File: config.mk
export PLATFORM = sky130hd
export DESIGN_NAME = bg_tile_fetcher_flat
export DESIGN_NICKNAME = d
export VERILOG_FILES = /design/src/rtl/bg_tile_fetcher_if.sv /design/src/rtl/bg_tile_fetcher.sv /design/src/flat_wrapper.sv
export SDC_FILE = /design/constraint.sdc
export NUM_CORES = 1
export LEC_CHECK = 0
export BUFFER_PORTS_ARGS = -buffer_cell sky130_fd_sc_hd__buf_2
export CELL_PAD_IN_SITES_DETAIL_PLACEMENT = 0
export CELL_PAD_IN_SITES_GLOBAL_PLACEMENT = 2
export CORE_AREA = 2 2 89 100
export CTS_CLUSTER_SIZE = 16
export DETAILED_ROUTE_END_ITERATION = 12
export DIE_AREA = 0 0 91 102
export PLACE_DENSITY = 0.88
export SETUP_SLACK_MARGIN = 0.02
export SYNTH_ARGS = -nofsm -noshare
export SYNTH_HDL_FRONTEND = slang
export SYNTH_SLANG_ARGS = --single-unit
File: constraint.sdc
create_clock -name clk -period 4.1 [get_ports clk]
set_clock_uncertainty 0.05 [all_clocks]
set_input_delay 0.82 -clock clk [delete_from_list [all_inputs] [get_ports clk]]
set_output_delay 0.82 -clock clk [all_outputs]
set_load 0.1 [all_outputs]
File: src/rtl/bg_tile_fetcher_if.sv
// Background tile fetcher bus: scanline control, name/pattern table
// lookups and the serialized pixel stream.
interface bg_tile_fetcher_if;
    logic       start_line;
    logic [7:0] line_y;
    logic [9:0] nt_addr;
    logic [7:0] nt_tile;
    logic [7:0] tile_num;
    logic [2:0] yoffset;
    logic [7:0] line0;
    logic [7:0] line1;
    logic [1:0] pixel;
    logic       pixel_valid;
    logic       busy;
    logic       line_done;

    modport master (
        output start_line, line_y, nt_tile, line0, line1,
        input  nt_addr, tile_num, yoffset, pixel, pixel_valid,
        input  busy, line_done
    );

    modport slave (
        input  start_line, line_y, nt_tile, line0, line1,
        output nt_addr, tile_num, yoffset, pixel, pixel_valid,
        output busy, line_done
    );
endinterface

File: src/rtl/bg_tile_fetcher.sv
// Background tile fetcher: fetches one tile ahead through name and pattern
// tables while an 8-cycle slot serializes the current tile, MSB first.
module bg_tile_fetcher #(
    parameter int TILES_PER_LINE = 32,
    parameter int PT_LATENCY     = 2
) (
    input  logic               clk,
    input  logic               rst,
    bg_tile_fetcher_if.slave   bus
);
    typedef enum logic [1:0] {IDLE, PREFETCH, RUN} state_t;

    localparam logic [4:0] LAST_COL = 5'(TILES_PER_LINE - 1);
    localparam logic [2:0] PT_SLOT  = 3'(PT_LATENCY);

    state_t     r_state;
    state_t     w_next;
    logic       w_start;
    logic       w_slot_end;
    logic [7:0] r_y;
    logic [4:0] r_col;
    logic [2:0] r_slot;
    logic       r_fetch;
    logic       r_drain;
    logic [7:0] r_lat0, r_lat1;
    logic [7:0] r_sh0, r_sh1;
    logic [9:0] r_nt_addr;
    logic [7:0] r_tile_num;
    logic [2:0] r_yoff;
    logic [1:0] r_pixel;
    logic       r_pvalid;
    logic       r_busy;
    logic       r_done;

    always_ff @(posedge clk or posedge rst) begin
        if (rst) r_state <= IDLE;
        else     r_state <= w_next;
    end

    // A start in the line_done cycle is refused so the previous line closes cleanly.
    always_comb begin
        w_next     = r_state;
        w_start    = 1'b0;
        w_slot_end = (r_slot == 3'd7);
        unique case (r_state)
            IDLE: begin
                if (bus.start_line && !r_done) begin
                    w_start = 1'b1;
                    w_next  = PREFETCH;
                end
            end
            PREFETCH: if (w_slot_end) w_next = RUN;
            RUN:      if (r_drain) w_next = IDLE;
            default:  w_next = IDLE;
        endcase
    end

    always_ff @(posedge clk or posedge rst) begin
        if (rst) begin
            r_y        <= '0;
            r_col      <= '0;
            r_slot     <= '0;
            r_fetch    <= 1'b0;
            r_drain    <= 1'b0;
            r_lat0     <= '0;
            r_lat1     <= '0;
            r_sh0      <= '0;
            r_sh1      <= '0;
            r_nt_addr  <= '0;
            r_tile_num <= '0;
            r_yoff     <= '0;
            r_pixel    <= '0;
            r_pvalid   <= 1'b0;
            r_busy     <= 1'b0;
            r_done     <= 1'b0;
        end else begin
            r_done <= 1'b0;
            if (r_state == IDLE) begin
                if (w_start) begin
                    r_y       <= bus.line_y;
                    r_col     <= '0;
                    r_slot    <= '0;
                    r_fetch   <= 1'b1;
                    r_drain   <= 1'b0;
                    r_busy    <= 1'b1;
                    r_nt_addr <= {bus.line_y[7:3], 5'd0};
                end
            end else begin
                r_slot <= r_slot + 3'd1;
                if (r_fetch && r_slot == 3'd0) begin
                    r_tile_num <= bus.nt_tile;
                    r_yoff     <= r_y[2:0];
                end
                if (r_fetch && r_slot == PT_SLOT) begin
                    r_lat0 <= bus.line0;
                    r_lat1 <= bus.line1;
                end
                if (r_state == RUN) begin
                    if (r_drain) begin
                        r_drain  <= 1'b0;
                        r_pvalid <= 1'b0;
                        r_pixel  <= 2'b00;
                        r_busy   <= 1'b0;
                        r_done   <= 1'b1;
                    end else begin
                        r_pvalid <= 1'b1;
                        r_pixel  <= {r_sh1[7], r_sh0[7]};
                        r_sh0    <= {r_sh0[6:0], 1'b0};
                        r_sh1    <= {r_sh1[6:0], 1'b0};
                    end
                end
                if (w_slot_end && !r_drain) begin
                    if (r_state == RUN && !r_fetch) begin
                        r_drain <= 1'b1;
                    end else begin
                        r_sh0 <= r_lat0;
                        r_sh1 <= r_lat1;
                        if (r_col == LAST_COL) begin
                            r_fetch <= 1'b0;
                        end else begin
                            r_col     <= r_col + 5'd1;
                            r_nt_addr <= {r_y[7:3], r_col + 5'd1};
                        end
                    end
                end
            end
        end
    end

    assign bus.nt_addr     = r_nt_addr;
    assign bus.tile_num    = r_tile_num;
    assign bus.yoffset     = r_yoff;
    assign bus.pixel       = r_pixel;
    assign bus.pixel_valid = r_pvalid;
    assign bus.busy        = r_busy;
    assign bus.line_done   = r_done;
endmodule

File: src/flat_wrapper.sv
// flat-port wrapper written by rule: the top's interface ports become plain ports
module bg_tile_fetcher_flat 
#(
    parameter int TILES_PER_LINE = 32,
    parameter int PT_LATENCY     = 2
)
  (clk, rst, bus_start_line, bus_line_y, bus_nt_tile, bus_line0, bus_line1, bus_nt_addr, bus_tile_num, bus_yoffset, bus_pixel, bus_pixel_valid, bus_busy, bus_line_done);
  bg_tile_fetcher_if bus_i ();
  input  logic clk;
  input  logic rst;
  input wire logic [$bits(bus_i.start_line)-1:0] bus_start_line;
  input wire logic [$bits(bus_i.line_y)-1:0] bus_line_y;
  input wire logic [$bits(bus_i.nt_tile)-1:0] bus_nt_tile;
  input wire logic [$bits(bus_i.line0)-1:0] bus_line0;
  input wire logic [$bits(bus_i.line1)-1:0] bus_line1;
  output wire logic [$bits(bus_i.nt_addr)-1:0] bus_nt_addr;
  output wire logic [$bits(bus_i.tile_num)-1:0] bus_tile_num;
  output wire logic [$bits(bus_i.yoffset)-1:0] bus_yoffset;
  output wire logic [$bits(bus_i.pixel)-1:0] bus_pixel;
  output wire logic [$bits(bus_i.pixel_valid)-1:0] bus_pixel_valid;
  output wire logic [$bits(bus_i.busy)-1:0] bus_busy;
  output wire logic [$bits(bus_i.line_done)-1:0] bus_line_done;
  assign bus_i.start_line = bus_start_line;
  assign bus_i.line_y = bus_line_y;
  assign bus_i.nt_tile = bus_nt_tile;
  assign bus_i.line0 = bus_line0;
  assign bus_i.line1 = bus_line1;
  assign bus_nt_addr = bus_i.nt_addr;
  assign bus_tile_num = bus_i.tile_num;
  assign bus_yoffset = bus_i.yoffset;
  assign bus_pixel = bus_i.pixel;
  assign bus_pixel_valid = bus_i.pixel_valid;
  assign bus_busy = bus_i.busy;
  assign bus_line_done = bus_i.line_done;
  bg_tile_fetcher #(.TILES_PER_LINE(TILES_PER_LINE), .PT_LATENCY(PT_LATENCY)) u_core (.clk(clk), .rst(rst), .bus(bus_i));
endmodule
Word level (Yosys, flattened, before mapping) --
Index checks and enable logic that the tools add are counted.
Word-level totals: bits of input ports 35, output and inout bits 26, bits in registers 78
Operators by class: add/subtract/negate cells 2, equal/unequal tests 11, mux-type cells 44, bitwise operators 1, reductions and logical operators 22
Operator list (count):
- 8-bit 2-to-1 mux | 8
- 10-bit 2-to-1 mux | 5
- 5-bit 2-to-1 mux | 5
- 1-bit 2-to-1 mux | 19
- 2-bit by 1-bit inequality test with 1-bit output, second input constant | 6
- 2-bit 2-to-1 mux | 4
- 2-bit AND reduction | 4
- 4-bit AND reduction | 2
- 2-bit nonzero test | 4
- 3-bit 2-to-1 mux | 2
- 2-bit one-hot mux with 3 select lines | 1
- 3-bit AND reduction | 2
- 5-bit by 1-bit adder with 5-bit output, second input constant | 1
- 5-bit == test, second input constant | 1
- 1-bit logical AND | 5
- 3-bit by 1-bit adder with 3-bit output, second input constant | 1
- 3-bit by 2-bit == test with 1-bit output, second input constant | 1
- 3-bit == test, second input constant | 1
- 1-bit zero test | 3
- 3-bit zero test | 1
- 2-bit by 1-bit == test with 1-bit output, second input constant | 1
- 2-bit == test, second input constant | 1
- 2-bit zero test | 1
- 1-bit NOT | 1

Logic depth before layout (Yosys ltp) --
depth after elaboration 6, mapped depth 7, depth with buffers taken out 6

Worst setup path after synthesis --
No wires, ideal clock.
kind register -> register, from register u_core.r_col[0], to register u_core.r_col[3], data arrival time 2.197 ns, data required time 3.924 ns, slack 1.727 ns, buffers on the path 0, stages on the path, launching flop included 7, path through dfrtp_1 ha_1 and3_1 ha_1 nand4b_1 o31a_1 a221o_1
On the way: cells in the longest elaborated chain, start to end 5
RTL lines:
- from (decl) | RTL line bg_tile_fetcher.sv:21 | logic [4:0] r_col;
- from (signal assigned) | RTL line bg_tile_fetcher.sv:121 | r_col <= r_col + 5'd1;
- 5-bit by 1-bit adder with 5-bit output | RTL line bg_tile_fetcher.sv:121
- 5-bit 2-to-1 mux | RTL line bg_tile_fetcher.sv:118 | if (r_col == LAST_COL) begin
- 5-bit 2-to-1 mux | RTL line bg_tile_fetcher.sv:113 | if (r_state == RUN && !r_fetch) begin
- 5-bit 2-to-1 mux | RTL line bg_tile_fetcher.sv:112 | if (w_slot_end && !r_drain) begin
- 5-bit 2-to-1 mux | RTL line bg_tile_fetcher.sv:78 | if (r_state == IDLE) begin
Several ways; a longest one is shown, not always the timed one. The select of a mux whose other input is x is not followed. A chain may end at the register's enable or synchronous reset.

Worst setup path in the final report --
from register u_core.r_slot[1], to register u_core.r_nt_addr[9], in the netlist u_core.bus.nt_addr[9]
On the way: cells in the longest elaborated chain, start to end 4
RTL lines:
- from (decl) | RTL line bg_tile_fetcher.sv:22 | logic [2:0] r_slot;
- from (signal assigned) | RTL line bg_tile_fetcher.sv:89 | r_slot <= r_slot + 3'd1;
- 3-bit == test | RTL line bg_tile_fetcher.sv:44 | w_slot_end = (r_slot == 3'd7);
- 1-bit logical AND | RTL line bg_tile_fetcher.sv:112
- 2-bit nonzero test (no source line)
- 4-bit AND reduction (no source line)
- to (signal assigned) | RTL line bg_tile_fetcher.sv:86 | r_nt_addr <= {bus.line_y[7:3], 5'd0};
- to (signal assigned) | RTL line bg_tile_fetcher.sv:122 | r_nt_addr <= {r_y[7:3], r_col + 5'd1};
- to (decl) | RTL line bg_tile_fetcher.sv:27 | logic [9:0] r_nt_addr;
Every way passes these cells.

==> impl_metrics.toml <==
[run_status]
status = "finished, final reports clean"

[grt]
grt_max_degree = 31
antenna_found_initial = 0
grt.total_usage_pct = 13.9
grt_first_pass_wirelength_um = 10400
gr-total-overflow = 0
grt_pass1_vias = 2181

[floorplanning]
die_x_um = 91
start_util_pct = 39.2
ioPinCount = 61
die_h_um = 102
die_area_um2 = 9280
coreArea_um2 = 8230
rows = 35

[critical_path]
cp_max_fo = 7
cp_slowest_cell = "a31o_1"
worst_path_dominant_cell_family = "compound AO/OA/AOI/OAI gates"
critical_path_required_ns = 4.27
crit_path_start_kind = "register"
cp_cell_sequence = "ha_1, ha_1, nor2b_1, a31o_1, mux2_4"
critPathBufInv = 0
arrival_ns = 2.36
path_common_cell = "ha_1"
worstSetupEndpointType = "register"
crit_type = "reg2reg"
cpPeakStageDelay_ns = 0.47

[yosys]
syn_area_um2 = 3230
synthTopCellsByArea = "dfrtp_1 (57%), mux2_1 (12%), o221a_1 (4.9%), or3_1 (2.7%), mux2_2 (2.4%)"
synth_edf_count = 0
ys_ff_latch = 73
yosysTopAreaCell = "dfrtp_1"
synth_nets = 276
synthCells = 235
synth_top_area_share_pct = 56.6
ys.flop_type = "dfrtp_1"
synth-async-reset-ratio_pct = 100
synth_cell_types = 38
avgSynthCellArea_um2 = 13.7
yosysSeqAreaShare_pct = 56.6
ys_warn_count = 0

[clocking]
htreeDepth = 3
path_clk_slew_ns = 0.07
clock_latency_ns = 0.33
cts_setup_buffers = 0
cts_resized = 0
cts_sinks = 73
numCtsBuffers = 9
cts_buffer_depth = 2
cts_tree = "built"
cts_hold_buf = 0
cts_root_buf = "clkbuf_8"

[sta]
hold_viol_final = 0
layout_min_cycle_time_ns = 2.19
setup_tns_ns = 0
tightest_slew_ns = 0.894
rsz0062_at_grt = "no"
fmax_mhz = 456
setup-violations-final = 0
fin_crit_sh_pct = 53.5
slew_headroom_pct = 40.4
slew_viol_final = 0

[layout]
areaGrowthSynthToFinish_pct = 16.7
drive_above_1_share_pct = 31.6
final_common_cell = "dfrtp_1"
final_cell_mix = "dfrtp_1 (73), buf_2 (60), mux2_1 (35)"
nNetsFinal = 337
antenna_cells = 0

[hold_path]
hold_path_class = "reg2reg"

[routing]
first_iter_violations = 88
firstDrtPassIters = 4
ant_nets = 0
via_count = 2018
wl_per_cell_um = 13.9
drt_wl_total_um = 5710
drc = 0
via_per_inst = 4.90

[job]
maxCapViolCount = 0

[placement]
dp_hpwl_um = 4120
io_buffers = 60
finalWeightedCongestion = 0.732
## layout make-up
cell class | instances | area [um2]
Clock buffer | 13 | 159
Multi-Input combinational cell | 140 | 1270
Clock inverter | 3 | 15.0
Timing Repair Buffer | 63 | 323
Tap cell | 111 | 139
Fill cell | 817 | 4470
Inverter | 9 | 33.8
Sequential cell | 73 | 1830
## registers in the layout (all words and copies together) (netlist names), 2 cells and up
signal               count
u_core.bus.tile_num      8
u_core.r_lat0            8
u_core.r_lat1            8
u_core.r_sh0             8
u_core.r_sh1             8
u_core.r_y               8
u_core.bus.nt_addr       6
u_core.r_col             4
u_core.bus.yoffset       3
u_core.r_slot            3
u_core.bus.pixel         2
u_core.r_state           2
## metrics by stage
| step | hold WS [ns] | instances | instance area [um2] | util, % | setup slack (ns) |
|---|---|---|---|---|---|
| 2_1_floorplan | 0.400 | 235 | 3230 | - | 1.38 |
| 3_3_place_gp | 0.411 | 396 | 3590 | 43.6 | 1.87 |
| 3_5_place_dp | 0.416 | 396 | 3590 | 43.6 | 1.81 |
| 4_1_cts | 0.432 | 412 | 3770 | 45.7 | 1.91 |
| 5_1_grt | 0.457 | 412 | 3770 | 45.7 | 1.77 |
| 6_report | 0.423 | 412 | 3770 | 45.7 | 1.91 |
## per-layer routing
| metal | up-vias | global-route usage [%] | wire (um) |
|---|---|---|---|
| met1 | 992 | 18.3 | 2720 |
| met4 | 0 | 4.90 | 91 |
| met2 | 32 | 22.3 | 2670 |
| met5 | - | 0 | 0 |
| met3 | 11 | 3.69 | 237 |
| li1 | 983 | - | - |
## cell families (layout without fill, tap and decap cells)
| kind of cell | Yosys count | in the layout | share of synthesized area [%] |
|---|---|---|---|
| adders and majority gates | 6 | 6 | 2.33 |
| and+or+nand+nor | 47 | 47 | 9.15 |
| buffers and inverters | 22 | 88 | 4.03 |
| DFF | 73 | 73 | 56.6 |
| AOI/OAI and AO/OA | 37 | 37 | 9.97 |
| muxes | 50 | 50 | 17.9 |
## tightest hold or removal path, delay by kind of cell (launching register included)
| family | cells | cell delay, ns |
|---|---|---|
| DFF | 1 | 0.34 |
| AOI/OAI and AO/OA | 1 | 0.06 |
| and+or+nand+nor | 1 | 0.04 |
## cell usage after synthesis (all sizes together), types with 2 or more instances
| library cell | number |
|---|---|
| nand3 | 3 |
| nor2b | 4 |
| dfrtp | 73 |
| o221a | 14 |
| o21ai | 9 |
| mux2i | 3 |
| inv | 9 |
| nor3 | 2 |
| nand2 | 7 |
| a22o | 2 |
| nand2b | 3 |
| a21oi | 4 |
| mux2 | 47 |
| buf | 12 |
| ha | 6 |
| nand4b | 3 |
| nor2 | 6 |
| or3 | 14 |
| a21o | 2 |
## path summary, 6_finish.rpt
kind	startpoint	end	slack, ns	cells after the start
max	u_core.r_slot[1]	u_core.bus.nt_addr[9]	1.91	5
min	u_core.bus.pixel_valid	u_core.bus.pixel_valid	0.42	2
max reg2reg	u_core.r_slot[1]	u_core.bus.nt_addr[9]	1.91	5
min reg2reg	u_core.bus.pixel_valid	u_core.bus.pixel_valid	0.42	2
max in group asynchronous	rst	u_core.r_col[1]	2.75	3
min in group asynchronous	rst	u_core.bus.tile_num[0]	0.50	2
Power is left out: the tool's default activity adds up to more than one toggle a clock period on the data nets, which glitch-free logic cannot reach.
